### src/rtl/fifo_pkg.sv
// Shared FIFO pointer helpers: Gray/binary conversion and the extra-bit pointer convention
// used by both the write and read sides of an async FIFO.
package fifo_pkg;

    // Pointers carry one bit more than the RAM address to tell full from empty.
    localparam int PTR_W_OFFSET = 1;

    // Width-agnostic: callers zero-extend into 32 bits and slice the result.
    localparam int CONV_W = 32;

    function automatic logic [CONV_W-1:0] bin2gray(input logic [CONV_W-1:0] bin);
        return bin ^ {1'b0, bin[CONV_W-1:1]};
    endfunction

    // Leading zeros above the real width leave the prefix XOR unaffected.
    function automatic logic [CONV_W-1:0] gray2bin(input logic [CONV_W-1:0] gray);
        logic [CONV_W-1:0] bin;
        bin[CONV_W-1] = gray[CONV_W-1];
        for (int i = CONV_W - 2; i >= 0; i--) begin
            bin[i] = bin[i+1] ^ gray[i];
        end
        return bin;
    endfunction

endpackage

### src/rtl/gray_cnt.sv
// Binary/Gray pointer pair with increment enable and synchronous reset; the Gray
// output comes straight from a flop so it is safe to synchronize into another domain.
module gray_cnt
    import fifo_pkg::*;
#(
    parameter int PW = 5
) (
    input  logic          clk,
    input  logic          rst,
    input  logic          inc_i,
    output logic [PW-1:0] bin_o,
    output logic [PW-1:0] gray_o,
    output logic [PW-1:0] bin_inc_o,
    output logic [PW-1:0] gray_inc_o
);

    logic [PW-1:0]     wbin_d,  wbin_q;
    logic [PW-1:0]     wgray_d, wgray_q;
    logic [CONV_W-1:0] gray_wide_s;

    // Next pointer values; the registers below apply reset on top of these.
    always_comb begin
        wbin_d = wbin_q;
        if (inc_i) begin
            wbin_d = wbin_q + {{(PW-1){1'b0}}, 1'b1};
        end else begin
            wbin_d = wbin_q;
        end
        gray_wide_s = bin2gray(CONV_W'(wbin_d));
        wgray_d     = gray_wide_s[PW-1:0];
    end

    // Pointer registers.
    always_ff @(posedge clk) begin
        if (rst) begin
            wbin_q  <= {PW{1'b0}};
            wgray_q <= {PW{1'b0}};
        end else begin
            wbin_q  <= wbin_d;
            wgray_q <= wgray_d;
        end
    end

    assign bin_o      = wbin_q;
    assign gray_o     = wgray_q;
    assign bin_inc_o  = wbin_d;
    assign gray_inc_o = wgray_d;

endmodule

### src/rtl/wr_ptr_full.sv
// Async-FIFO write-side pointer and full generation.
// Optional WR_PTR_FULL_LEVEL_EN adds registered level_o and almost_full_o.
module wr_ptr_full
    import fifo_pkg::*;
#(
    parameter int AW        = 4,
    parameter int AF_MARGIN = 2
) (
    input  logic                      clk,
    input  logic                      rst,
    input  logic                      wr_en_i,
    input  logic [AW+PTR_W_OFFSET-1:0] rptr_gray_sync_i,
    output logic                      full_o,
    output logic [AW-1:0]             waddr_o,
    output logic [AW+PTR_W_OFFSET-1:0] wptr_gray_o,
`ifdef WR_PTR_FULL_LEVEL_EN
    output logic [AW+PTR_W_OFFSET-1:0] level_o,
    output logic                      almost_full_o,
`endif
    output logic                      wr_ack_o
);

    localparam int PW = AW + PTR_W_OFFSET;

    logic          accept_s;
    logic [PW-1:0] wbin_s, wgray_s, wbin_inc_s, wgray_inc_s;
    logic [PW-1:0] full_cmp_s;
    logic          full_d, full_q;
    logic          wr_ack_d, wr_ack_q;

    assign accept_s = wr_en_i & ~full_q;

    gray_cnt #(.PW(PW)) u_gray_cnt (
        .clk        (clk),
        .rst        (rst),
        .inc_i      (accept_s),
        .bin_o      (wbin_s),
        .gray_o     (wgray_s),
        .bin_inc_o  (wbin_inc_s),
        .gray_inc_o (wgray_inc_s)
    );

    // Full when the next write pointer sits exactly one lap ahead of the read pointer.
    always_comb begin
        full_cmp_s = {~rptr_gray_sync_i[PW-1:PW-2], rptr_gray_sync_i[PW-3:0]};
        full_d     = (wgray_inc_s == full_cmp_s);
        wr_ack_d   = accept_s;
    end

    // Status registers.
    always_ff @(posedge clk) begin
        if (rst) begin
            full_q   <= 1'b0;
            wr_ack_q <= 1'b0;
        end else begin
            full_q   <= full_d;
            wr_ack_q <= wr_ack_d;
        end
    end

    assign full_o      = full_q;
    assign wr_ack_o    = wr_ack_q;
    assign waddr_o     = wbin_s[AW-1:0];
    assign wptr_gray_o = wgray_s;

`ifdef WR_PTR_FULL_LEVEL_EN
    localparam logic [PW-1:0] AF_THRESH = PW'((2 ** AW) - AF_MARGIN);

    logic [CONV_W-1:0] rbin_wide_s;
    logic [PW-1:0]     level_d, level_q;
    logic              almost_full_d, almost_full_q;

    // Occupancy seen from the write side, wrapping modulo the pointer range.
    always_comb begin
        rbin_wide_s   = gray2bin(CONV_W'(rptr_gray_sync_i));
        level_d       = wbin_inc_s - rbin_wide_s[PW-1:0];
        almost_full_d = (level_d >= AF_THRESH);
    end

    // Level registers.
    always_ff @(posedge clk) begin
        if (rst) begin
            level_q       <= {PW{1'b0}};
            almost_full_q <= 1'b0;
        end else begin
            level_q       <= level_d;
            almost_full_q <= almost_full_d;
        end
    end

    assign level_o       = level_q;
    assign almost_full_o = almost_full_q;
`endif

endmodule
### config.mk
export PLATFORM = sky130hd
export DESIGN_NAME = wr_ptr_full
export DESIGN_NICKNAME = d
export VERILOG_FILES = /design/src/rtl/fifo_pkg.sv /design/src/rtl/gray_cnt.sv /design/src/rtl/wr_ptr_full.sv
export SDC_FILE = /design/constraint.sdc
export NUM_CORES = 1
export LEC_CHECK = 0
export CAP_MARGIN = 30
export CELL_PAD_IN_SITES_DETAIL_PLACEMENT = 1
export CELL_PAD_IN_SITES_GLOBAL_PLACEMENT = 1
export CORE_ASPECT_RATIO = 1.1
export CORE_UTILIZATION = 34
export DETAILED_ROUTE_END_ITERATION = 10
export PLACE_DENSITY_LB_ADDON = 0.1
export SETUP_SLACK_MARGIN = 0.15
export SLEW_MARGIN = 30
export SYNTH_ARGS = -nofsm -noshare
export SYNTH_HDL_FRONTEND = slang
export SYNTH_HIERARCHICAL = 1
export SYNTH_SLANG_ARGS = --single-unit
### constraint.sdc
create_clock -name clk -period 4.62 [get_ports clk]
set_clock_uncertainty 0.15 [all_clocks]
set_input_delay 0.924 -clock clk [delete_from_list [all_inputs] [get_ports clk]]
set_output_delay 0.924 -clock clk [all_outputs]
set_load 0.05 [all_outputs]
### After elaboration in Yosys (flattened, before gate mapping)

Cells that the tools add are included.

* memories: 0
* logic and storage cells: 11
* register bits: 12
* memory bits (writable): 0
* ROM bits: 0
* latch bits: 0

* $add $sub $neg: 1
* $mul: 0
* equality and inequality tests: 1
* div/mod/pow operators: 0
* shift operators: 0
* multiplexer cells: 1
* magnitude comparators: 0
* reductions and logical operators: 0
* bitwise operators: 4

Operators with widths (number)
* $add 5x1->5 const B: 1
* $eq 5x5->1: 1
* $mux 5: 1
* $xor 5x4->5: 1
* $not 2->2: 1
* $and 1x1->1: 1
* $not 1->1: 1

### Logic depth before layout (Yosys ltp)

* depth after elaboration: 5
* mapped depth: 9

### Hierarchy

Netlist, hierarchy kept.

Modules (own cells, without submodules)
* gray_cnt: area an instance 457.9 um^2, cells each 50, times used 1
* wr_ptr_full: area an instance 112.6 um^2, cells each 11, times used 1

### Worst setup path before layout

Ideal clock, no wire load.

* path kind: input port to flip-flop
* start point: in wr_en_i
* end point: reg full_q, in the netlist full_o
* data arrival time: 2.132 ns
* path slack: 2.265 ns
* buffers on the path: 2
* stages on the path: 9
* setup time: 0.073 ns
* data required time: 4.397 ns
* cell sequence: nor2b_1 buf_6 nand4_1 xor2_1 inv_1 buf_4 xor2_1 nand4_1 nor3_2

* word-level cells in the longest chain between the ends: 4

RTL lines
* start: declaration: RTL line wr_ptr_full.sv:11 `input logic wr_en_i,`
* $and 1x1->1: RTL line wr_ptr_full.sv:31 `assign accept_s = wr_en_i & ~full_q;`
* $mux 5: RTL line gray_cnt.sv:24 `if (inc_i) begin`
* named net wbin_inc_s[4]: RTL line wr_ptr_full.sv:26 `logic [PW-1:0] wbin_s, wgray_s, wbin_inc_s, wgray_inc_s;`
* $xor 5x4->5: RTL line fifo_pkg.sv:12 `return bin ^ {1'b0, bin[CONV_W-1:1]};`
* named net wgray_inc_s[4]: RTL line wr_ptr_full.sv:26
* $eq 5x5->1: RTL line wr_ptr_full.sv:46 `full_d = (wgray_inc_s == full_cmp_s);`
* end signal: assignment: RTL line wr_ptr_full.sv:56 `full_q <= full_d;`
* end: declaration: RTL line wr_ptr_full.sv:28 `logic full_d, full_q;`

The timed path passes the listed nets, and every way through them passes these cells.
A chain may end at the register's enable or synchronous reset.

### Final worst setup path

* start point: in wr_en_i
* end point: reg full_q, in the netlist full_o

* word-level cells in the longest chain between the ends: 4

RTL lines
* $and 1x1->1: RTL line wr_ptr_full.sv:31
* named net accept_s: RTL line wr_ptr_full.sv:25 `logic accept_s;`
* $mux 5: RTL line gray_cnt.sv:24
* $xor 5x4->5: RTL line fifo_pkg.sv:12
* named net wgray_inc_s[2]: RTL line wr_ptr_full.sv:26
* $eq 5x5->1: RTL line wr_ptr_full.sv:46

The timed path passes the listed nets, and every way through them passes these cells.

==> flow_metrics.tcl <==
set metrics [dict create \
    tightest_slew_ns 0.795 \
    syn-num-nets 69 \
    drt-total-wl_mm 1.09 \
    grt_pass1_wl_mm 1.66 \
    critPathLaunchType "input pin" \
    yosysWarnings 6 \
    grtUsageTotal_pct 13.2 \
    synth_area_sq_um 567 \
    gp_congestion 0.731 \
    crit_family "simple AND/OR/NAND/NOR gates" \
    fmax_mhz 335 \
    port_buffers 18 \
    vias 452 \
    rows 15 \
    cts_setup_buffers 0 \
    antenna_found_initial 0 \
    multi_input_area_sq_um 304 \
    drv_slew 0 \
    rsz0062_at_grt "no" \
    holdBufCountCts 0 \
    remaining_drc_errors 0 \
    drtAntennaViolNets 0 \
    fin_setup_tns_ns 0 \
    crit_slowest_cell "nor2b_1" \
    antenna_cells 0 \
    drt_iter0_drc 5 \
    crit_type "in -> reg" \
    start_util_pct 36.4 \
    grt_pass1_vias 400 \
    grt.overflow.total 0 \
    hold_viol_final 0 \
    root_buffer "clkbuf_4" \
    dieArea_sq_um 1830 \
    cts.path.max_buffers 2 \
    path_clk_slew_ns 0.07 \
    ir_drop_uv 152 \
    area_growth_syn_to_layout_pct 34.0 \
    status "completed" \
    core_sq_um 1560 \
    slew_headroom_pct 46.9 \
    htreeDepth 1 \
    die_h_um 44.8 \
    cpMostUsedCell "a21oi_1" \
    die_w_um 40.9 \
    fillCellCount 196 \
    min-delay-path-class "reg -> reg" \
    post-route-min-period_ns 2.99 \
    cap_violations 0 \
    end_kind "flip-flop" \
    hold_ws_ns 0.435 \
    finalCritPeriodShare_pct 64.6 \
    grt_max_degree 13 \
    worstPathMaxFanout 11 \
    power_density_nw_per_um2 309 \
    wl_per_cell_um 11.6 \
    cts_tree "yes" \
    clk_latency_ns 0.26 \
    numCtsBuffers 3 \
    path_cells "clkdlybuf4s50_1, nor2b_1, a21oi_1, a21oi_1, xor2_1, xnor2_1, nand4_1, nor3_2" \
    final_nets 87 \
    register_area_sq_um 220 \
    leakage_uw 0.000305 \
    setup_violations 0 \
    critPathBufInv 1 \
    max_stage_delay_ns 0.64 \
    required_ns 4.66 \
    via_per_inst 4.81 \
    ios 19 \
    postCtsResizedCells 0 \
    critPathArrivalTime_ns 3.03 \
    syn_inst 60 \
    cts_num_sinks 11 \
    hpwl_um 795 \
    avgSynthCellArea_sq_um 9.45 \
    dr.pass1.iters 3 \
    drive_gt1_share_pct 7.79 \
]
[stage by stage]
step                      util, %  instance area, sq um  worst slack, ns  cells  total power (uW)
after floorplan                 -                   567             2.26     60               151
after global placement       47.1                   733             1.41     90               170
after detailed placement     47.1                   733             1.36     90               171
after CTS                    48.8                   759             1.63     94               238
after global routing         48.8                   759             1.41     94               247
final                        48.8                   759             1.63     94               235
[flip-flops by register name, indices dropped and copies added, names as in the netlist]
| signal | count |
|---|---|
| u_gray_cnt/bin_o | 5 |
| u_gray_cnt/gray_o | 4 |
| wr_ack_o | 1 |
| full_o | 1 |
[per-layer routing]
layer	part of all wire, %	wire length [um]	track usage, %
met5	0	0	0
met4	1.1	12	8.00
met1	48	517	18.3
met3	7.1	77	2.96
met2	44	480	18.1
[power by group]
| part | internal [uW] | total (uW) | switching (uW) |
|---|---|---|---|
| Combinational | 28.2 | 63.9 | 35.7 |
| Clock | 33.3 | 65.9 | 32.5 |
| Sequential | 100 | 105 | 4.76 |
[path summary, 6_finish.rpt]
kind | cells past startpoint | end | slack, ns | from
max reg2reg | 7 | full_o | 2.45 | full_o
min | 2 | u_gray_cnt/bin_o[4] | 0.44 | u_gray_cnt/bin_o[4]
max | 8 | full_o | 1.63 | wr_en_i
min reg2reg | 2 | u_gray_cnt/bin_o[4] | 0.44 | u_gray_cnt/bin_o[4]
[layout by cell type (no fill, tap or decap)]
cell type,n
a21oi_1,2
clkbuf_1,1
clkbuf_4,3
clkdlybuf4s50_1,18
dfxtp_1,11
ha_1,1
inv_1,2
mux2_2,1
mux2i_1,2
nand2_1,4
nand4_1,2
nand4_2,1
nor2_1,3
nor2b_1,9
nor3_2,1
o21ai_0,2
xnor2_1,7
xor2_1,7
[cell type report]
cell class / count / area share (%)
timing repair buffer: 18 / 23.7
tap: 17 / 2.80
inverter: 2 / 0.988
sequential: 11 / 29.0
multi-input combinational: 42 / 40.0
clock buffer: 4 / 3.46
[worst min-delay path, cell delays in order (launching register included)]
cell	delay [ns]
dfxtp_1	0.35
xor2_1	0.11
nor2_1	0.09
Note: power is estimated with default switching activity, not from simulation.
